$ cat src/rtl/miriscv_lsu_pkg.sv
// Shared encodings for the LSU request pipe: memory access sizes and request FSM states.
package miriscv_lsu_pkg;

  localparam int MEM_ACCESS_W = 3;

  localparam logic [MEM_ACCESS_W-1:0] MEM_ACCESS_BYTE  = 3'd0;
  localparam logic [MEM_ACCESS_W-1:0] MEM_ACCESS_HALF  = 3'd1;
  localparam logic [MEM_ACCESS_W-1:0] MEM_ACCESS_WORD  = 3'd2;
  localparam logic [MEM_ACCESS_W-1:0] MEM_ACCESS_DWORD = 3'd3;
  localparam logic [MEM_ACCESS_W-1:0] MEM_ACCESS_UBYTE = 3'd4;
  localparam logic [MEM_ACCESS_W-1:0] MEM_ACCESS_UHALF = 3'd5;
  localparam logic [MEM_ACCESS_W-1:0] MEM_ACCESS_UWORD = 3'd6;

  typedef enum logic {
    LSU_IDLE     = 1'b0,
    LSU_WAIT_GNT = 1'b1
  } lsu_req_state_e;

  // 64-bit accesses (DWORD, and UWORD which only exists to zero-extend) need XLEN=64.
  function automatic logic mem_size_legal(input logic [MEM_ACCESS_W-1:0] size, input int xlen);
    case (size)
      MEM_ACCESS_BYTE, MEM_ACCESS_HALF, MEM_ACCESS_WORD,
      MEM_ACCESS_UBYTE, MEM_ACCESS_UHALF: mem_size_legal = 1'b1;
      MEM_ACCESS_DWORD, MEM_ACCESS_UWORD: mem_size_legal = (xlen == 64);
      default:                            mem_size_legal = 1'b0;
    endcase
  endfunction

endpackage

$ cat src/rtl/miriscv_lsu_req_pipe_if.sv
// Data-memory request bus (req/gnt/rvalid). master = LSU side, slave = memory side.
interface miriscv_lsu_req_pipe_if #(
  parameter int XLEN = 32
);

  logic              data_req;
  logic              data_we;
  logic [XLEN/8-1:0] data_be;
  logic [XLEN-1:0]   data_addr;
  logic [XLEN-1:0]   data_wdata;
  logic              data_gnt;
  logic              data_rvalid;

  modport master (
    output data_req, data_we, data_be, data_addr, data_wdata,
    input  data_gnt, data_rvalid
  );

  modport slave (
    input  data_req, data_we, data_be, data_addr, data_wdata,
    output data_gnt, data_rvalid
  );

endinterface

$ cat src/rtl/miriscv_lsu_align.sv
// Combinational byte-enable, lane rotation and misalignment detection for one access.
// Misalignment is only reported when MIRISCV_LSU_MISALIGN_TRAP_EN is defined.
module miriscv_lsu_align
  import miriscv_lsu_pkg::*;
#(
  parameter int XLEN = 32
) (
  input  logic [MEM_ACCESS_W-1:0]   size_i,
  input  logic [$clog2(XLEN/8)-1:0] offset_i,
  input  logic [XLEN-1:0]           wdata_i,
  output logic [XLEN/8-1:0]         be_o,
  output logic [XLEN-1:0]           wdata_o,
  output logic                      legal_o,
  output logic                      misaligned_o
);

  localparam int NB    = XLEN / 8;
  localparam int OFF_W = $clog2(NB);

  logic [3:0]          nbytes;
  logic [15:0]         be_wide;
  logic [OFF_W+2:0]    rot_amt;
  logic [2*XLEN-1:0]   wdata_dbl;

  assign legal_o = mem_size_legal(size_i, XLEN);
  assign nbytes  = 4'd1 << size_i[1:0];

  // Enables shifted past the top lane are simply dropped (truncated be).
  assign be_wide = ((16'd1 << nbytes) - 16'd1) << offset_i;
  assign be_o    = legal_o ? be_wide[NB-1:0] : '0;

  assign rot_amt   = {offset_i, 3'b000};
  assign wdata_dbl = {wdata_i, wdata_i} << rot_amt;
  assign wdata_o   = wdata_dbl[2*XLEN-1:XLEN];

`ifdef MIRISCV_LSU_MISALIGN_TRAP_EN
  logic [3:0] offset_ext;
  assign offset_ext   = 4'(offset_i);
  assign misaligned_o = legal_o && ((offset_ext & (nbytes - 4'd1)) != 4'd0);
`else
  assign misaligned_o = 1'b0;
`endif

endmodule

$ cat src/rtl/miriscv_lsu_req_pipe.sv
// E->M register stage that issues data-memory requests, holds them until granted and tracks in-flight responses.
// Misalignment trapping is enabled by defining MIRISCV_LSU_MISALIGN_TRAP_EN.
module miriscv_lsu_req_pipe
  import miriscv_lsu_pkg::*;
#(
  parameter int XLEN            = 32,
  parameter int MAX_OUTSTANDING = 2
) (
  input  logic                      clk_i,
  input  logic                      arstn_i,
  input  logic                      cu_kill_m_i,
  input  logic                      cu_stall_m_i,
  output logic                      m_stall_req_o,
  input  logic                      e_valid_i,
  input  logic                      e_mem_req_i,
  input  logic                      e_mem_we_i,
  input  logic [MEM_ACCESS_W-1:0]   e_mem_size_i,
  input  logic [XLEN-1:0]           e_mem_addr_i,
  input  logic [XLEN-1:0]           e_mem_data_i,
  miriscv_lsu_req_pipe_if.master    data_bus,
  output logic                      m_valid_o,
  output logic                      m_mem_req_o,
  output logic [MEM_ACCESS_W-1:0]   m_mem_size_o,
  output logic [$clog2(XLEN/8)-1:0] m_mem_addr_o,
  output logic                      m_misaligned_o,
  output logic                      lsu_busy_o
);

  localparam int NB    = XLEN / 8;
  localparam int OFF_W = $clog2(NB);
  localparam int CNT_W = $clog2(MAX_OUTSTANDING + 1);

  lsu_req_state_e   state_q;
  logic [CNT_W-1:0] cnt_q, cnt_d;
  logic             hold_we_q;
  logic [NB-1:0]    hold_be_q;
  logic [XLEN-1:0]  hold_addr_q, hold_wdata_q;

  logic                    m_valid_q, m_mem_req_q, m_misaligned_q;
  logic [MEM_ACCESS_W-1:0] m_mem_size_q;
  logic [OFF_W-1:0]        m_mem_addr_q;

  logic [NB-1:0]   e_be;
  logic [XLEN-1:0] e_wdata;
  logic            e_legal, e_misaligned;
  logic [CNT_W:0]  occupancy;
  logic            wait_gnt, full, e_mem_op, issue, bus_fire, resp;

  miriscv_lsu_align #(.XLEN(XLEN)) u_align (
    .size_i       (e_mem_size_i),
    .offset_i     (e_mem_addr_i[OFF_W-1:0]),
    .wdata_i      (e_mem_data_i),
    .be_o         (e_be),
    .wdata_o      (e_wdata),
    .legal_o      (e_legal),
    .misaligned_o (e_misaligned)
  );

  assign wait_gnt  = (state_q == LSU_WAIT_GNT);
  // A request parked in WAIT_GNT will consume a slot once granted, so it counts as occupied.
  assign occupancy = {1'b0, cnt_q} + (CNT_W+1)'(wait_gnt);
  assign full      = (occupancy == (CNT_W+1)'(MAX_OUTSTANDING));
  assign e_mem_op  = e_valid_i & e_mem_req_i;
  assign issue     = !wait_gnt && e_mem_op && !cu_kill_m_i && !cu_stall_m_i
                     && !full && !e_misaligned && e_legal;

  assign data_bus.data_req   = wait_gnt | issue;
  assign data_bus.data_we    = wait_gnt ? hold_we_q    : e_mem_we_i;
  assign data_bus.data_be    = wait_gnt ? hold_be_q    : e_be;
  assign data_bus.data_addr  = wait_gnt ? hold_addr_q  : e_mem_addr_i;
  assign data_bus.data_wdata = wait_gnt ? hold_wdata_q : e_wdata;

  // Depends only on state and E inputs, never on data_gnt.
  assign m_stall_req_o = wait_gnt | (e_mem_op & full);
  assign lsu_busy_o    = wait_gnt | (cnt_q != '0);

  always_ff @(posedge clk_i or negedge arstn_i) begin
    if (!arstn_i) begin
      state_q      <= LSU_IDLE;
      hold_we_q    <= 1'b0;
      hold_be_q    <= '0;
      hold_addr_q  <= '0;
      hold_wdata_q <= '0;
    end else begin
      case (state_q)
        LSU_IDLE: begin
          if (issue && !data_bus.data_gnt) begin
            state_q      <= LSU_WAIT_GNT;
            hold_we_q    <= e_mem_we_i;
            hold_be_q    <= e_be;
            hold_addr_q  <= e_mem_addr_i;
            hold_wdata_q <= e_wdata;
          end
        end
        LSU_WAIT_GNT: begin
          if (data_bus.data_gnt) begin
            state_q <= LSU_IDLE;
          end
        end
        default: state_q <= LSU_IDLE;
      endcase
    end
  end

  assign bus_fire = data_bus.data_req & data_bus.data_gnt;
  assign resp     = data_bus.data_rvalid & (cnt_q != '0);

  always_comb begin
    cnt_d = cnt_q;
    if (bus_fire && !resp) begin
      cnt_d = cnt_q + CNT_W'(1);
    end else if (!bus_fire && resp) begin
      cnt_d = cnt_q - CNT_W'(1);
    end
  end

  always_ff @(posedge clk_i or negedge arstn_i) begin
    if (!arstn_i) begin
      cnt_q <= '0;
    end else begin
      cnt_q <= cnt_d;
    end
  end

  // While waiting for grant M holds the committed memory op, so kill cannot remove it.
  always_ff @(posedge clk_i or negedge arstn_i) begin
    if (!arstn_i) begin
      m_valid_q      <= 1'b0;
      m_mem_req_q    <= 1'b0;
      m_mem_size_q   <= '0;
      m_mem_addr_q   <= '0;
      m_misaligned_q <= 1'b0;
    end else if (!wait_gnt) begin
      if (cu_kill_m_i) begin
        m_valid_q <= 1'b0;
      end else if (!cu_stall_m_i) begin
        m_valid_q <= e_valid_i;
      end
      if (e_valid_i && !cu_stall_m_i) begin
        m_mem_req_q    <= e_mem_req_i;
        m_mem_size_q   <= e_mem_size_i;
        m_mem_addr_q   <= e_mem_addr_i[OFF_W-1:0];
        m_misaligned_q <= e_mem_req_i & e_misaligned;
      end
    end
  end

  assign m_valid_o      = m_valid_q;
  assign m_mem_req_o    = m_mem_req_q;
  assign m_mem_size_o   = m_mem_size_q;
  assign m_mem_addr_o   = m_mem_addr_q;
  assign m_misaligned_o = m_misaligned_q;

endmodule
$ cat src/flat_wrapper.sv
// flat-port wrapper written by rule: the top's interface ports become plain ports
module miriscv_lsu_req_pipe_flat import miriscv_lsu_pkg::*;
#(
  parameter int XLEN            = 32,
  parameter int MAX_OUTSTANDING = 2
)
  (clk_i, arstn_i, cu_kill_m_i, cu_stall_m_i, m_stall_req_o, e_valid_i, e_mem_req_i, e_mem_we_i, e_mem_size_i, e_mem_addr_i, e_mem_data_i, m_valid_o, m_mem_req_o, m_mem_size_o, m_mem_addr_o, m_misaligned_o, lsu_busy_o, data_bus_data_req, data_bus_data_we, data_bus_data_be, data_bus_data_addr, data_bus_data_wdata, data_bus_data_gnt, data_bus_data_rvalid);
  miriscv_lsu_req_pipe_if #(.XLEN(XLEN)) data_bus_i ();
  input  logic clk_i;
  input  logic arstn_i;
  input  logic cu_kill_m_i;
  input  logic cu_stall_m_i;
  output logic m_stall_req_o;
  input  logic e_valid_i;
  input  logic e_mem_req_i;
  input  logic e_mem_we_i;
  input  logic [MEM_ACCESS_W-1:0] e_mem_size_i;
  input  logic [XLEN-1:0] e_mem_addr_i;
  input  logic [XLEN-1:0] e_mem_data_i;
  output logic m_valid_o;
  output logic m_mem_req_o;
  output logic [MEM_ACCESS_W-1:0] m_mem_size_o;
  output logic [$clog2(XLEN/8)-1:0] m_mem_addr_o;
  output logic m_misaligned_o;
  output logic lsu_busy_o;
  output wire logic [$bits(data_bus_i.data_req)-1:0] data_bus_data_req;
  output wire logic [$bits(data_bus_i.data_we)-1:0] data_bus_data_we;
  output wire logic [$bits(data_bus_i.data_be)-1:0] data_bus_data_be;
  output wire logic [$bits(data_bus_i.data_addr)-1:0] data_bus_data_addr;
  output wire logic [$bits(data_bus_i.data_wdata)-1:0] data_bus_data_wdata;
  input wire logic [$bits(data_bus_i.data_gnt)-1:0] data_bus_data_gnt;
  input wire logic [$bits(data_bus_i.data_rvalid)-1:0] data_bus_data_rvalid;
  assign data_bus_data_req = data_bus_i.data_req;
  assign data_bus_data_we = data_bus_i.data_we;
  assign data_bus_data_be = data_bus_i.data_be;
  assign data_bus_data_addr = data_bus_i.data_addr;
  assign data_bus_data_wdata = data_bus_i.data_wdata;
  assign data_bus_i.data_gnt = data_bus_data_gnt;
  assign data_bus_i.data_rvalid = data_bus_data_rvalid;
  miriscv_lsu_req_pipe #(.XLEN(XLEN), .MAX_OUTSTANDING(MAX_OUTSTANDING)) u_core (.clk_i(clk_i), .arstn_i(arstn_i), .cu_kill_m_i(cu_kill_m_i), .cu_stall_m_i(cu_stall_m_i), .m_stall_req_o(m_stall_req_o), .e_valid_i(e_valid_i), .e_mem_req_i(e_mem_req_i), .e_mem_we_i(e_mem_we_i), .e_mem_size_i(e_mem_size_i), .e_mem_addr_i(e_mem_addr_i), .e_mem_data_i(e_mem_data_i), .data_bus(data_bus_i), .m_valid_o(m_valid_o), .m_mem_req_o(m_mem_req_o), .m_mem_size_o(m_mem_size_o), .m_mem_addr_o(m_mem_addr_o), .m_misaligned_o(m_misaligned_o), .lsu_busy_o(lsu_busy_o));
endmodule
$ cat config.mk
export PLATFORM = sky130hd
export DESIGN_NAME = miriscv_lsu_req_pipe_flat
export DESIGN_NICKNAME = d
export VERILOG_FILES = /design/src/rtl/miriscv_lsu_pkg.sv /design/src/rtl/miriscv_lsu_req_pipe_if.sv /design/src/rtl/miriscv_lsu_align.sv /design/src/rtl/miriscv_lsu_req_pipe.sv /design/src/flat_wrapper.sv
export SDC_FILE = /design/constraint.sdc
export NUM_CORES = 1
export LEC_CHECK = 0
export ABC_CLOCK_PERIOD_IN_PS = 2630
export CORE_AREA = 2 2 143 145
export CTS_CLUSTER_SIZE = 8
export DETAILED_ROUTE_END_ITERATION = 6
export DIE_AREA = 0 0 145 147
export GPL_ROUTABILITY_DRIVEN = 0
export GPL_TIMING_DRIVEN = 0
export SYNTH_ARGS = -nofsm -noshare
export SYNTH_HDL_FRONTEND = slang
export SYNTH_HIERARCHICAL = 1
export SYNTH_SLANG_ARGS = --single-unit
$ cat constraint.sdc
create_clock -name clk_i -period 2.63 [get_ports clk_i]
set_input_delay 0.526 -clock clk_i [delete_from_list [all_inputs] [get_ports clk_i]]
set_output_delay 0.526 -clock clk_i [all_outputs]
set_load 0.005 [all_outputs]
==> results.yml, run 1 <==
worst_setup_path:
  crit_path_cell_trace: "dlygate4sd2_1, mux4_1, mux2_2, clkdlybuf4s50_1"
  cp_max_fo: 4
  crit_family: "multiplexers"
  criticalPathCategory: "primary input to primary output"
  max_stage_delay_ps: 560
  cp-start-kind: "primary input"
  crit_slowest_cell: "mux4_1"
  crit_buf_inv: 2
  arrival_ps: 2110
  worst_ep_required_time_ps: 2100
  endpoint_kind: "primary output"
pwr:
  p_seq_share_pct: 39.8
  internal_power_mw: 3.07
  power_density_mw_per_mm2: 560
  total_power_mw: 4.10
  p_switching_mw: 1.02
  p_leak_nw: 3.21
  power.share.clock_pct: 33.0
  combPwrFrac_pct: 27.2
  p_sw_share_pct: 25.0
  peakVddDrop_v: 0.000288
timing:
  hold_violations: 0
  rsz0062_at_grt: "yes"
  fin_hold_ws_ps: 171
  fin_setup_tns_ps: -2.17
  max_freq_ghz: 0.380
  worst-slew-pin-transition_ps: 644
  fin_skew_ps: 10.8
  min_period_ps: 2630
  setup_viol: 1
  period_share_pct: 100
  setup_ws_ps: -2.17
  slew_headroom_pct: 56.9
  slew_viol_final: 0
layout:
  regArea_mm2: 0.00200
  final_util_pct: 36.9
  layout.cells.non_filler: 772
  syn2layout_area_growth_pct: 50.3
  postLayoutCellArea_mm2: 0.00732
  fin_nets: 579
  drive_gt1_share_pct: 48.0
  num_antenna_cells: 0
  filler_cell_count: 1933
  multiInputGateArea_mm2: 0.00274
drt:
  drtIter0Drc: 69
  route.detailed.drc: 0
  via_count: 3568
  wl_per_cell_um: 18.9
  dr.pass1.iters: 4
  via_per_inst: 4.62
  ant_nets: 0
  wirelength_mm: 14.6
synthesis:
  syn_area_per_cell_um2: 15.1
  yosys.area.top_type: "dfrtp_1"
  syn_area_mm2: 0.00487
  synthArstFlopShare_pct: 100
  synth_seq_cells: 80
  synth_edf_count: 0
  synth.area.top_cells: "dfrtp_1 (41%), mux2_2 (31%), mux4_2 (14%), mux2_4 (3.1%), buf_6 (2.1%)"
  synth_top_area_share_pct: 41.1
  synthFlopType: "dfrtp_1"
  synth-warning-count: 6
  ys_seq_area_share_pct: 41.1
  synth.most_common_cell: "mux2_2"
  synthDistinctLibCells: 34
  syn_nets: 402
  netlist_instances: 322
  synthTopCellsByCount: "mux2_2 (134), dfrtp_1 (80), mux4_2 (31)"
cts:
  worstSkewPairLatency_ps: 340
  cts_tree: "done"
  htree_levels: 3
  clock_sinks: 80
  max-clock-path-buffers: 2
  cts_root_buffer: "clkbuf_16"
  cts_inserted_buffers: 9
  cts.clk_slew.worst_paths_ps: 60
floorplan:
  start_util_pct: 24.6
  top_level_ports: 156
  core_area_mm2: 0.0198
  die_x_um: 145
  die_area_mm2: 0.0213
  rows: 52
  die_h_um: 147
place:
  dp_slack_ps: -695
  port-buffer-count: 155
  dpl-instance-area_mm2: 0.00679
  dp_cells: 748
  dpl.hpwl_mm: 10.5
grt:
  grt_pass1_vias: 3886
  grt_max_degree: 43
  antenna_found_initial: 0
  grtUsageTotal_pct: 13.9
  grt_pass1_wl_mm: 22.7
  grt_overflow_total: 0
worst_hold_path:
  hold_path_class: "primary input to async pin"
run_status:
  violations: "negative setup slack"
  status: "finished, violations left"
job:
  maxCapViolations: 0
[cells in the final DEF (no fill, tap or decap), drive strengths merged, types with 2 or more instances in the layout]
| master | count |
|---|---|
| clkdlybuf4s15 | 2 |
| o21bai | 2 |
| nor4 | 2 |
| dfrtp | 80 |
| o21ai | 3 |
| inv | 3 |
| buf | 38 |
| clkbuf | 12 |
| nor3b | 2 |
| nor2b | 2 |
| bufinv | 2 |
| ha | 4 |
| clkinv | 2 |
| mux4 | 32 |
| dlymetal6s2s | 5 |
| nand2 | 3 |
| nor2 | 4 |
| xor2 | 2 |
| nor3 | 3 |
| mux2 | 144 |
| dlygate4sd2 | 41 |
| clkdlybuf4s50 | 101 |
[worst paths after layout]
| check | start | end | slack (ps) | cells after the start |
|---|---|---|---|---|
| min | arstn_i | u_core/hold_addr_q[19] | 170 | 1 |
| max | e_mem_data_i[15] | data_bus_data_wdata[31] | -2 | 4 |
| max in group asynchronous | arstn_i | u_core/m_mem_addr_o[1] | 1830 | 2 |
| min reg2reg | u_core/hold_wdata_q[24] | u_core/hold_wdata_q[24] | 500 | 1 |
| max reg2reg | u_core/state_q | u_core/hold_addr_q[31] | 270 | 6 |
| min in group clk_i | e_mem_addr_i[0] | u_core/m_mem_addr_o[0] | 490 | 2 |
[area by class of cell]
type                       count  share of cell area (%)
inverter                       3                   0.154
buffer                        24                    3.37
tap                          270                    4.61
sequential                    80                    27.3
clock inverter                 4                   0.957
multi-input combinational    215                    37.4
clock buffer                  10                    3.26
timing repair buffer         166                    22.9
[cells by family after synthesis]
family | after synthesis | share of synthesized area, %
mux | 176 | 48.9
flops | 80 | 41.1
buf+inv | 27 | 4.08
simple gates | 22 | 3.00
compound gates | 9 | 1.31
fa+ha+maj | 4 | 1.03
xor+xnor | 3 | 0.539
other cells | 1 | 0.0769
[routing by layer]
layer	GRT usage [%]	wire length, µm
met1	17.5	6370
met2	23.2	7260
met3	2.95	586
met4	5.94	342
met5	0	0
[power groups by stage]
stage                     registers (mW)  logic, mW  clock network [mW]
after floorplan                     1.62      0.570                   0
after global placement              1.64       1.05                   0
after detailed placement            1.66       1.08                   0
after CTS                           1.63       1.13                1.41
after global routing                1.66       1.20                1.46
final                               1.63       1.11                1.35
[registers in the layout, summed over array words and instances (netlist names)]
signal and count:
u_core/cnt_q 2, u_core/hold_addr_q 32, u_core/hold_be_q 4, u_core/hold_wdata_q 32, u_core/hold_we_q 1, u_core/m_mem_addr_o 2
u_core/m_mem_req_o 1, u_core/m_mem_size_o 3, u_core/m_misaligned_o 1, u_core/m_valid_o 1, u_core/state_q 1
[repair_timing]
action,in CTS,in global routing
buffers inserted,6,1
resized for setup,101,11
pin swaps,5,2
hold buffers,0,0
setup endpoints to repair,81,33
gates cloned,3,0
No activity file was read; power rests on OpenSTA's default activity.
==> run 2, diff against run 1 <==
- CORE_AREA: 2 2 143 145 -> 2 2 140 142
- DIE_AREA: 0 0 145 147 -> 0 0 142 144
- SYNTH_HIERARCHICAL: 1 -> default
==> run 2 against run 1 <==
The run now ends clean. Power up 9.2%. Synthesized cell count is 29% higher. Register-to-register slack worse by 150 ps. Synthesized area shrank 4.4%. Largest cell class unchanged.
==> results.yml, run 2 <==
cts:
  cts_hold_buf: 0
  cts_inserted_buffers: 9
  htree_levels: 3
  max-clock-path-buffers: 2
  clock_sinks: 79
  cts_root_buffer: "clkbuf_16"
  cts.clk_slew.worst_paths_ps: 60
  cts_tree: "done"
  worstSkewPairLatency_ps: 340
synthesis:
  syn_nets: 495
  synthDistinctLibCells: 29
  synthFlopType: "dfrtp_1"
  netlist_instances: 416
  syn_area_per_cell_um2: 11.2
  synth_edf_count: 0
  synthArstFlopShare_pct: 100
  synth-warning-count: 0
  ys_seq_area_share_pct: 42.4
  synth.most_common_cell: "mux2_2"
  yosys.area.top_type: "dfrtp_1"
  synth_seq_cells: 79
  syn_area_mm2: 0.00466
  synthTopCellsByCount: "mux2_2 (111), dfrtp_1 (79), mux2i_1 (64)"
  synth.area.top_cells: "dfrtp_1 (42%), mux2_2 (27%), mux2i_1 (14%), o21ai_0 (4.0%), nand2_1 (2.9%)"
  synth_top_area_share_pct: 42.4
timing:
  worst-slew-pin-transition_ps: 591
  fin_skew_ps: 4.16
  period_share_pct: 99.6
  setup_ws_ps: 10.2
  setup_viol: 0
  hold_violations: 0
  slew_viol_final: 0
  slew_headroom_pct: 60.2
  max_freq_ghz: 0.382
  min_period_ps: 2620
  rsz0062_at_grt: "yes"
layout:
  drive_gt1_share_pct: 33.2
  syn2layout_area_growth_pct: 53.0
  final_util_pct: 37.4
  mostFrequentLayoutCell: "clkdlybuf4s50_1"
  regArea_mm2: 0.00198
  postLayoutCellArea_mm2: 0.00713
  final_cell_mix: "clkdlybuf4s50_1 (129), mux2_2 (110), dfrtp_1 (78)"
  num_antenna_cells: 0
  filler_cell_count: 1852
  biggestRegsByFlops: "u_core.hold_addr_q: 32 flops, u_core.hold_wdata_q: 32 flops, u_core.hold_be_q: 4 flops"
  fin_nets: 669
  layout.cells.non_filler: 832
  multiInputGateArea_mm2: 0.00258
drt:
  drtIter0Drc: 118
  wirelength_mm: 15.0
  via_per_inst: 4.61
  via_count: 3836
  route.detailed.drc: 0
  wl_per_cell_um: 18.1
  dr.pass1.iters: 4
  ant_nets: 0
worst_hold_path:
  hold_path_class: "primary input to async pin"
worst_setup_path:
  r2r-end: "u_core.cnt_q[1]"
  endpoint_kind: "primary output"
  r2r_cells: 11
  crit_slowest_cell: "clkdlybuf4s50_1"
  cp-start-kind: "primary input"
  cpMostUsedCell: "clkdlybuf4s50_1"
  rr_startpoint: "u_core.cnt_q[0]"
  criticalPathCategory: "primary input to primary output"
  cp_max_fo: 2
  crit_family: "buffers and inverters"
  crit_buf_inv: 2
  worst_ep_required_time_ps: 2100
  arrival_ps: 2090
  regToRegSetupSlack_ps: 120
  crit_path_cell_trace: "clkdlybuf4s50_1, mux2_2, mux2i_1, o21ai_1, clkdlybuf4s50_1"
  max_stage_delay_ps: 460
floorplan:
  die_x_um: 142
  core_area_mm2: 0.0191
  rows: 51
  start_util_pct: 24.4
  die_h_um: 144
  top_level_ports: 156
  die_area_mm2: 0.0204
grt:
  grt_pass1_wl_mm: 23.0
  grt_max_degree: 47
  antenna_found_initial: 0
  grt_overflow_total: 0
  grt_pass1_vias: 4112
  grtUsageTotal_pct: 14.9
place:
  dp_cells: 807
  dpl.hpwl_mm: 11.2
  dp_slack_ps: -459
  dpl-instance-area_mm2: 0.00650
  port-buffer-count: 152
job:
  maxCapViolations: 0
pwr:
  power_density_mw_per_mm2: 628
  peakVddDrop_v: 0.000339
  p_leak_nw: 3.32
run_status:
  status: "finished clean"
## run 2: cell count changes after synthesis, moves of 3 or more
cell / previous run / this run
clkbuf_1: 1 / 11
mux4_2: 31 / 0
buf_2: 12 / 9
inv_1: 3 / 33
mux2_2: 134 / 111
buf_6: 9 / 1
buf_1: 0 / 6
nand2_1: 3 / 36
o21ai_0: 3 / 37
mux2_4: 10 / 0
mux2i_1: 0 / 64
## run 2: layout make-up
type / count / area share, %
clock inverter: 5 / 0.825
tap: 238 / 4.18
buffer: 28 / 3.19
timing repair buffer: 163 / 22.7
clock buffer: 10 / 3.35
sequential: 79 / 27.8
multi-input combinational: 275 / 36.1
inverter: 34 / 1.83
## run 2: metal layers
metal  up-vias  track usage [%]  part of all wire [%]
met2       139             25.1                    48
li1       1789                -                     -
met3        13             4.44                   7.1
met1      1895             18.4                    43
met4         0             4.58                   1.3
met5         -                0                     0
## run 2: timing repair
item,CTS,global route
setup buffers,5,5
setup endpoints to repair,72,53
pin swaps,6,1
gates resized for setup,78,36
## run 2: worst max path at each step
stage	cells after the start	start	to
detailed placement	5	e_mem_addr_i[1]	data_bus_data_wdata[7]
global placement	1	arstn_i	u_core.hold_addr_q[24]
global route	5	e_mem_data_i[9]	data_bus_data_wdata[1]
finish	5	e_mem_data_i[25]	data_bus_data_wdata[17]
CTS	5	e_mem_data_i[12]	data_bus_data_wdata[20]
floorplan	8	u_core.cnt_q[0]	u_core.cnt_q[1]
## run 2: where the power goes
part / leakage [nW] / internal, mW / total [mW] / switching (mW)
clock: 0.141 / 0.756 / 1.28 / 0.527
combinational: 2.25 / 0.805 / 1.34 / 0.536
sequential: 0.928 / 1.64 / 1.85 / 0.216
## run 2: cells by family after synthesis
kind of cell	synth area share, %
fa+ha+maj	0.806
simple gates	5.18
xor+xnor	0.564
compound gates	4.86
buf+inv	5.48
other cells	0.0805
mux	40.6
flops	42.4
## run 2: stage by stage
step                hold WS [ps]  setup TNS (ps)  power, mW
floorplan                    230               0       2.48
global placement             482         -163940       3.04
detailed placement           487          -12950       3.12
CTS                          137               0       4.49
global route                 154           -90.4       4.75
finish                       135               0       4.47
